File: src/rtl/ser_pkg.sv
// Shared encodings for the serial transmitter: FSM states and line levels.
package ser_pkg;

    typedef enum logic [2:0] {
        S_IDLE  = 3'd0,
        S_START = 3'd1,
        S_DATA  = 3'd2,
        S_PAR   = 3'd3,
        S_STOP  = 3'd4
    } state_t;

    // Level driven on sout when no frame is in progress (also the stop symbol).
    localparam logic IDLE_LVL  = 1'b1;
    // Level of the start symbol.
    localparam logic START_LVL = 1'b0;

    // Supported data word widths.
    localparam int WIDTH_MIN = 2;
    localparam int WIDTH_MAX = 32;

endpackage

File: src/rtl/ser_tx_if.sv
// Handshake bundle between a word source / serial receiver and ser_tx.
interface ser_tx_if #(
    parameter int WIDTH = 8
);
    logic             load;
    logic [WIDTH-1:0] din;
    logic             ready;
    logic             sout;
    logic             sval;
    logic             frame;
    logic             busy;
    logic             done;
    logic             ovr;

    // Side that supplies words and consumes serial symbols.
    modport master (
        output load, din, ready,
        input  sout, sval, frame, busy, done, ovr
    );

    // The transmitter itself.
    modport slave (
        input  load, din, ready,
        output sout, sval, frame, busy, done, ovr
    );
endinterface

File: src/rtl/ser_bitcnt.sv
// Data-bit counter: clear, count enable and terminal count at WIDTH-1.
module ser_bitcnt #(
    parameter int WIDTH = 8
) (
    input  logic clk,
    input  logic r,
    input  logic clr_i,
    input  logic en_i,
    output logic tc_o
);
    localparam int CW = (WIDTH > 1) ? $clog2(WIDTH) : 1;

    logic [CW-1:0] cnt_q;

    // Counter never wraps: the FSM leaves DATA once tc_o is seen with en_i.
    always_ff @(posedge clk or negedge r) begin
        if (!r)         cnt_q <= '0;
        else if (clr_i) cnt_q <= '0;
        else if (en_i)  cnt_q <= cnt_q + CW'(1);
    end

    assign tc_o = (cnt_q == CW'(WIDTH - 1));
endmodule

File: src/rtl/ser_tx.sv
// Parallel-to-serial transmitter: start, WIDTH data bits LSB first,
// even parity, stop. Symbols advance only when the receiver is ready.
module ser_tx
    import ser_pkg::*;
#(
    parameter int WIDTH = 8
) (
    input  logic     clk,
    input  logic     r,
    ser_tx_if.slave  bus
);
    state_t           state_q;
    logic [WIDTH-1:0] shreg_q;
    logic             par_q;
    logic             sout_q;
    logic             sval_q;
    logic             frame_q;
    logic             busy_q;
    logic             done_q;
    logic             ovr_q;

    logic cnt_clr;
    logic cnt_en;
    logic cnt_tc;

    assign cnt_clr = (state_q == S_IDLE) && bus.load;
    assign cnt_en  = (state_q == S_DATA) && bus.ready;

    ser_bitcnt #(.WIDTH(WIDTH)) u_bitcnt (
        .clk   (clk),
        .r     (r),
        .clr_i (cnt_clr),
        .en_i  (cnt_en),
        .tc_o  (cnt_tc)
    );

    // Frame FSM; every output is set alongside the state it belongs to.
    always_ff @(posedge clk or negedge r) begin
        if (!r) begin
            state_q <= S_IDLE;
            shreg_q <= '0;
            par_q   <= 1'b0;
            sout_q  <= IDLE_LVL;
            sval_q  <= 1'b0;
            frame_q <= 1'b0;
            busy_q  <= 1'b0;
            done_q  <= 1'b0;
            ovr_q   <= 1'b0;
        end else begin
            done_q <= 1'b0;
            case (state_q)
                S_IDLE: begin
                    if (bus.load) begin
                        shreg_q <= bus.din;
                        par_q   <= ^bus.din;
                        ovr_q   <= 1'b0;
                        state_q <= S_START;
                        sout_q  <= START_LVL;
                        sval_q  <= 1'b1;
                        frame_q <= 1'b1;
                        busy_q  <= 1'b1;
                    end
                end
                S_START: begin
                    if (bus.ready) begin
                        state_q <= S_DATA;
                        sout_q  <= shreg_q[0];
                        frame_q <= 1'b0;
                    end
                end
                S_DATA: begin
                    if (bus.ready) begin
                        shreg_q <= shreg_q >> 1;
                        if (cnt_tc) begin
                            state_q <= S_PAR;
                            sout_q  <= par_q;
                        end else begin
                            sout_q  <= shreg_q[1];
                        end
                    end
                end
                S_PAR: begin
                    if (bus.ready) begin
                        state_q <= S_STOP;
                        sout_q  <= IDLE_LVL;
                    end
                end
                S_STOP: begin
                    if (bus.ready) begin
                        state_q <= S_IDLE;
                        sout_q  <= IDLE_LVL;
                        sval_q  <= 1'b0;
                        busy_q  <= 1'b0;
                        done_q  <= 1'b1;
                    end
                end
                default: begin
                    state_q <= S_IDLE;
                    sout_q  <= IDLE_LVL;
                    sval_q  <= 1'b0;
                    frame_q <= 1'b0;
                    busy_q  <= 1'b0;
                end
            endcase
            // A load outside IDLE is dropped but remembered; the IDLE
            // branch above is the only place that clears it.
            if (bus.load && (state_q != S_IDLE)) ovr_q <= 1'b1;
        end
    end

    assign bus.sout  = sout_q;
    assign bus.sval  = sval_q;
    assign bus.frame = frame_q;
    assign bus.busy  = busy_q;
    assign bus.done  = done_q;
    assign bus.ovr   = ovr_q;
endmodule

File: src/flat_wrapper.sv
// flat-port wrapper written by rule: the top's interface ports become plain ports
module ser_tx_flat import ser_pkg::*;
#(
    parameter int WIDTH = 8
)
  (clk, r, bus_load, bus_din, bus_ready, bus_sout, bus_sval, bus_frame, bus_busy, bus_done, bus_ovr);
  ser_tx_if #(.WIDTH(WIDTH)) bus_i ();
  input  logic clk;
  input  logic r;
  input wire logic [$bits(bus_i.load)-1:0] bus_load;
  input wire logic [$bits(bus_i.din)-1:0] bus_din;
  input wire logic [$bits(bus_i.ready)-1:0] bus_ready;
  output wire logic [$bits(bus_i.sout)-1:0] bus_sout;
  output wire logic [$bits(bus_i.sval)-1:0] bus_sval;
  output wire logic [$bits(bus_i.frame)-1:0] bus_frame;
  output wire logic [$bits(bus_i.busy)-1:0] bus_busy;
  output wire logic [$bits(bus_i.done)-1:0] bus_done;
  output wire logic [$bits(bus_i.ovr)-1:0] bus_ovr;
  assign bus_i.load = bus_load;
  assign bus_i.din = bus_din;
  assign bus_i.ready = bus_ready;
  assign bus_sout = bus_i.sout;
  assign bus_sval = bus_i.sval;
  assign bus_frame = bus_i.frame;
  assign bus_busy = bus_i.busy;
  assign bus_done = bus_i.done;
  assign bus_ovr = bus_i.ovr;
  ser_tx #(.WIDTH(WIDTH)) u_core (.clk(clk), .r(r), .bus(bus_i));
endmodule
File: config.mk
export PLATFORM = sky130hd
export DESIGN_NAME = ser_tx_flat
export DESIGN_NICKNAME = d
export VERILOG_FILES = /design/src/rtl/ser_pkg.sv /design/src/rtl/ser_tx_if.sv /design/src/rtl/ser_bitcnt.sv /design/src/rtl/ser_tx.sv /design/src/flat_wrapper.sv
export SDC_FILE = /design/constraint.sdc
export NUM_CORES = 1
export LEC_CHECK = 0
export CAP_MARGIN = 25
export CORE_MARGIN = 3
export CORE_UTILIZATION = 38
export DETAILED_ROUTE_END_ITERATION = 10
export GPL_TIMING_DRIVEN = 0
export PLACE_DENSITY = 0.67
export SLEW_MARGIN = 40
export SYNTH_ARGS = -nofsm -noshare
export SYNTH_HDL_FRONTEND = slang
export SYNTH_SLANG_ARGS = --single-unit
File: constraint.sdc
create_clock -name clk -period 2.4 [get_ports clk]
set_input_delay 0.72 -clock clk [delete_from_list [all_inputs] [get_ports clk]]
set_output_delay 0.72 -clock clk [all_outputs]
set_load 0.05 [all_outputs]
* Word level (Yosys, flattened, before mapping)
Cells that the tools add are included.
** Storage, ports and cells
- Output and inout port bits :: 6
- Flip-flop bits (word level) :: 20
- Bits in latches :: 0
- Bits of input ports :: 12
- Memories kept :: 0
- Memory bits (writable) :: 0
- ROM bits :: 0
** Operators by class
- Reductions and logical operators :: 20
- $mul :: 0
- Shifts and indexed selects :: 0
- Div/mod/pow operators :: 0
- Order comparisons :: 0
- Bitwise gates (word level) :: 2
- Multiplexer cells :: 26
- Add/subtract/negate cells :: 1
- Eq/ne operators :: 12
** Operators with widths (count)
- $mux W3 :: 8
- $mux W8 :: 2
- $pmux W8 S2 :: 1
- $pmux W3 S5 :: 1
- $mux W1 :: 11
- $ne A2 B2 Y1 const B :: 5
- $reduce_and A3 Y1 :: 3
- $reduce_bool A2 Y1 :: 4
- $reduce_xor A8 Y1 :: 1
- $eq A3 B2 Y1 const B :: 2
- $eq A3 B3 Y1 const B :: 2
- $pmux W1 S3 :: 2
- $reduce_and A6 Y1 :: 1
- $reduce_or A3 Y1 :: 2
- $ne A2 B1 Y1 const B :: 2
- $pmux W1 S4 :: 1
- $reduce_and A2 Y1 :: 2
- $reduce_and A4 Y1 :: 1
- $add A3 B1 Y3 const B :: 1
- $eq A3 B1 Y1 const B :: 1
- $logic_and A1 B1 Y1 :: 3
- $logic_not A3 Y1 :: 1
- $reduce_bool A3 Y1 :: 1
- $not A1 Y1 :: 2
- $reduce_or A2 Y1 :: 1

* Longest topological paths before layout
Gate-level depths: netlist of run 1.
- Depth in word-level cells :: 4
- Mapped depth :: 6
- Depth with buffers taken out :: 5

* Cells and area by module
A second synthesis of run 1 with hierarchy kept.
** Second synthesis, totals
- Cells, all modules :: 100
- Area total of the unflattened synthesis :: 1056.0 sq um
** Modules (own cells, without submodules)
- ser_tx :: area each 915.9 sq um, cells each 89, times used 1, seq. area each 426.7 sq um
- ser_bitcnt :: area each 140.1 sq um, cells each 11, times used 1, seq. area each 75.1 sq um

* Least setup slack after synthesis of run 1
OpenSTA, ideal clock, no wires.
- Kind :: reg-to-output
- Start :: reg u_core.sval_q, in the netlist u_core.bus.sval
- End :: out bus_sval
- Buffers on the path :: 1
- Cell stages (with the launch flop) :: 2
- Data arrival time :: 0.922 ns
- Required time :: 1.680 ns
- Setup slack :: 0.758 ns
- Cells stage by stage :: dfrtp_1 > buf_4
** RTL lines
- start: declaration :: line ser_tx.sv:16 : logic sval_q;
- start signal: assignment :: line ser_tx.sv:44 : sval_q <= 1'b0;
- start signal: assignment :: line ser_tx.sv:59 : sval_q <= 1'b1;
- start signal: assignment :: line ser_tx.sv:92 : sval_q <= 1'b0;
- end: declaration :: line flat_wrapper.sv:14 : output wire logic [$bits(bus_i.sval)-1:0] bus_sval;
No word-level cell between the ends.

* Worst setup path in the final report of run 1
- Start :: reg u_core.sout_q, in the netlist u_core.bus.sout
- End :: out bus_sout
** RTL lines
- start: declaration :: line ser_tx.sv:15 : logic sout_q;
- start signal: assignment :: line ser_tx.sv:67 : sout_q <= shreg_q[0];
- start signal: assignment :: line ser_tx.sv:76 : sout_q <= par_q;
- start signal: assignment :: line ser_tx.sv:78 : sout_q <= shreg_q[1];
- end: declaration :: line flat_wrapper.sv:13 : output wire logic [$bits(bus_i.sout)-1:0] bus_sout;
No word-level cell between the ends.

==> results.md, run 1 <==
- Total Wirelength: between 1.5 and 2 mm
- DR top layer: met4
- # diodes: 0
- Most frequent cells in the layout: dfrtp_1 (19), clkdlybuf4s50_1 (15), nand2_1 (12)
- Setup-failing EPs final: 0
- CP required: 1680 ps
- Routability cong.: about 0.74
- Simple-gate share of the synthesized area: 0.136
- Status: finished, final reports clean
- Syn Inst Count: 100
- Core Region: approximately 2600 um2
- CP Cell Sequence: clkdlybuf4s50_1
- Starting density of the core: 0.416
- DP HPWL: 1.45 mm
- PortBufs: 16
- Clock root buffer: clkbuf_4
- Placed insts: 146
- Max clock buf depth: 2
- Post-cts gate resize count: 0
- CTS tree: built
- GRT overflow: 0
- Avg Cell Area, Syn: 10.7 um2
- Syn Nets: 114
- CP endpoint kind: output port
- Clock power frac: 0.103
- Area delta synth->final: 20.5%
- Fin. Hold Viols: 0
- Mux cell area share after synthesis: 0.105
- Met2 wire len: approximately 900 um
- Worst path slowest cell: clkdlybuf4s50_1
- Mean number of vias per cell: ~5.2
- Largest stage delay, worst path: between 700 and 800 ps
- CTS sink count: 20
- Largest net degree at the start of global routing: 21
- Main combinational cell family by area after synthesis: simple AND/OR/NAND/NOR gates
- Crit Path Max Fanout: 2
- Worst min-delay path class: in2async
- Sw Pwr: 675 uW
- Fraction of layout cells with a size suffix above 1: 0.175
- CTS Buf Count: 3
- Switching share of power: 0.424
- CP arrival: about 1600 ps
- Share of power burned in registers: 0.367
- First-pass GRT wire length: approximately 3.3 mm
- Most common cell after layout, fill and taps aside: dfrtp_1
- WL met3: 121 um
- Fill count: 248
- Top delay family on crit path: buffers and inverters
- Setup TNS Final: 0 ps
- Netlist Area Pre-Place: 1070 um2
- Die Wd: 59.0 um
- Seq/Total Area, Yosys: 0.470
- Buf+Inv Stages, Crit Path: 1
- Area share of fa/ha/maj cells after synthesis: 0.0234
- Vias in the first global route: ~770
- Final Slew Violations: 0
- Internal: ~920 uW
- Count of boundary I/O pins: 18
- Antenna-violating nets left: 0
- Detailed-router iteration count before antenna repair: 4
- Initial antenna violation count: 0
- Clock Latency Late Sink: ~300 ps
- RSZ-0062 raised after global routing: no
- Final worst clock skew: between 5 and 6 ps
- Wire per inst: around 13 um
- Kind of critical path: reg2out
- Leakage: ~0.00056 uW
- Synth Warn #: 0
- Peak VDD IR: between 0.0006 and 0.0007 V
- Die ar.: about 3500 um2
- PwrDens: about 1200 nW/um2
- DR vias: just under 800
- Util after Layout: 0.501
- Final Total Pwr: approximately 1600 uW
- Relative slew slack: 0.673
- Wire length on met1: 900 um
- Logic pwr share: 0.530
- DRC viols: 0
- Fraction of the mapped netlist area in compound gates: 0.128
- Seq cells post-synth: 20
- Die Height: approximately 60 um
- Iter 0 DRT Violations: 6
- Fin crit period: around 2300 ps
- Crit share post-route: 0.974
- Post-CTS Repair Setup Buffers: 0
- Slew @ Worst Pin: a little under 500 ps
- Max Fclk: 0.428 GHz
- Startpoint types: flip-flop
- # Max-Cap Violations: 0
- Hold_buf cts: 0
- Synth Area in XOR/XNOR: 0.0738
- GRT Util Overall: 0.126
- Nets: ~140
- H-Tree Depth: 1
- Post-synthesis cell type count: 32
- Fin cells: 150
- Cell Rows: 18
- Clock slew at reported path FFs: around 110 ps
## logic make-up (layout without fill, tap and decap cells)
group | after synthesis | after routing
multiplexers | 11 | 11
XOR/XNOR | 9 | 9
AND/OR/NAND/NOR | 27 | 27
AO/OA/AOI/OAI | 21 | 21
adder cells (fa/ha/maj) | 2 | 2
buffers and inverters | 10 | 30
flip-flops | 20 | 20
## state kept, by name, summed over array words and instances, names as in the netlist
register / cells
u_core.state_q: 3
u_core.bus.sout: 1
u_core.shreg_q: 8
u_core.par_q: 1
u_core.bus.frame: 1
u_core.bus.ovr: 1
u_core.bus.sval: 1
u_core.u_bitcnt.cnt_q: 3
u_core.bus.done: 1
## stage by stage
stage / hold WS (ps) / cell area (um2) / setup slack (ps)
after detailed placement: 475 / 1260 / 238
after CTS: 357 / 1290 / 30.8
final: 354 / 1290 / 61.9
after global placement: 469 / 1270 / 267
after global routing: 371 / 1290 / 3.09
after floorplan: 424 / 1070 / 758
## power by group through the flow
stage                     logic [uW]  clock network [uW]  registers, uW
final                            842                 164            584
after global routing             918                 196            604
after CTS                        854                 179            586
after detailed placement         853                   0            593
after global placement           838                   0            586
after floorplan                  538                   0            691
## worst paths after layout
path	slack, ps	to	cells after the start	start
max	60	bus_sout	1	u_core.bus.sout
min	350	u_core.u_bitcnt.cnt_q[2]	1	r
max reg2reg	910	u_core.bus.sout	5	u_core.u_bitcnt.cnt_q[0]
min reg2reg	490	u_core.shreg_q[0]	2	u_core.shreg_q[0]
max in group asynchronous	1710	u_core.bus.sout	1	r
min in group clk	490	u_core.shreg_q[0]	2	u_core.shreg_q[0]
## Yosys cell counts
cell type | n | area (um2)
a21o_1 | 1 | 7.51
a21oi_1 | 4 | 20.0
a21oi_2 | 1 | 8.76
a22o_1 | 1 | 8.76
a22o_2 | 1 | 10.0
and2_1 | 1 | 6.26
buf_2 | 1 | 5.00
buf_4 | 2 | 15.0
buf_6 | 3 | 33.8
dfrtp_1 | 19 | 475
dfstp_2 | 1 | 26.3
ha_1 | 2 | 25.0
inv_1 | 4 | 15.0
mux2_2 | 2 | 22.5
mux2i_1 | 9 | 90.1
nand2_1 | 12 | 45.0
nand2_4 | 1 | 11.3
nand3_1 | 2 | 10.0
nand3_4 | 1 | 17.5
nor2_1 | 6 | 22.5
nor2_2 | 1 | 6.26
nor2b_2 | 1 | 8.76
nor3_1 | 1 | 5.00
nor3b_2 | 1 | 12.5
o211ai_1 | 2 | 15.0
o21ai_0 | 2 | 10.0
o21ai_1 | 6 | 30.0
o21ai_2 | 1 | 8.76
o311ai_0 | 1 | 8.76
o32ai_1 | 1 | 8.76
xnor2_1 | 8 | 70.1
xor2_1 | 1 | 8.76
## area by class of cell
type | count | area, um2 | share of cell area
Tap cell | 30 | 37.5 | 0.0292
Inverter | 4 | 15.0 | 0.0117
Sequential cell | 20 | 502 | 0.390
Buffer | 6 | 53.8 | 0.0418
Timing Repair Buffer | 16 | 155 | 0.121
Clock buffer | 4 | 26.3 | 0.0204
Multi-Input combinational cell | 70 | 498 | 0.387
## layer usage
metal	up-vias	GRT usage
met2	21	0.210
met5	-	0
met4	0	0.0583
li1	385	-
met3	2	0.0240
met1	369	0.158
Note: power is estimated with default switching activity, not from simulation.
==> run 2, diff against run 1 <==
Settings changed: SKIP_LAST_GASP set to 1.
==> results of run 2 <==
No change in the layout: final DEF, timing and power equal those of run 1.
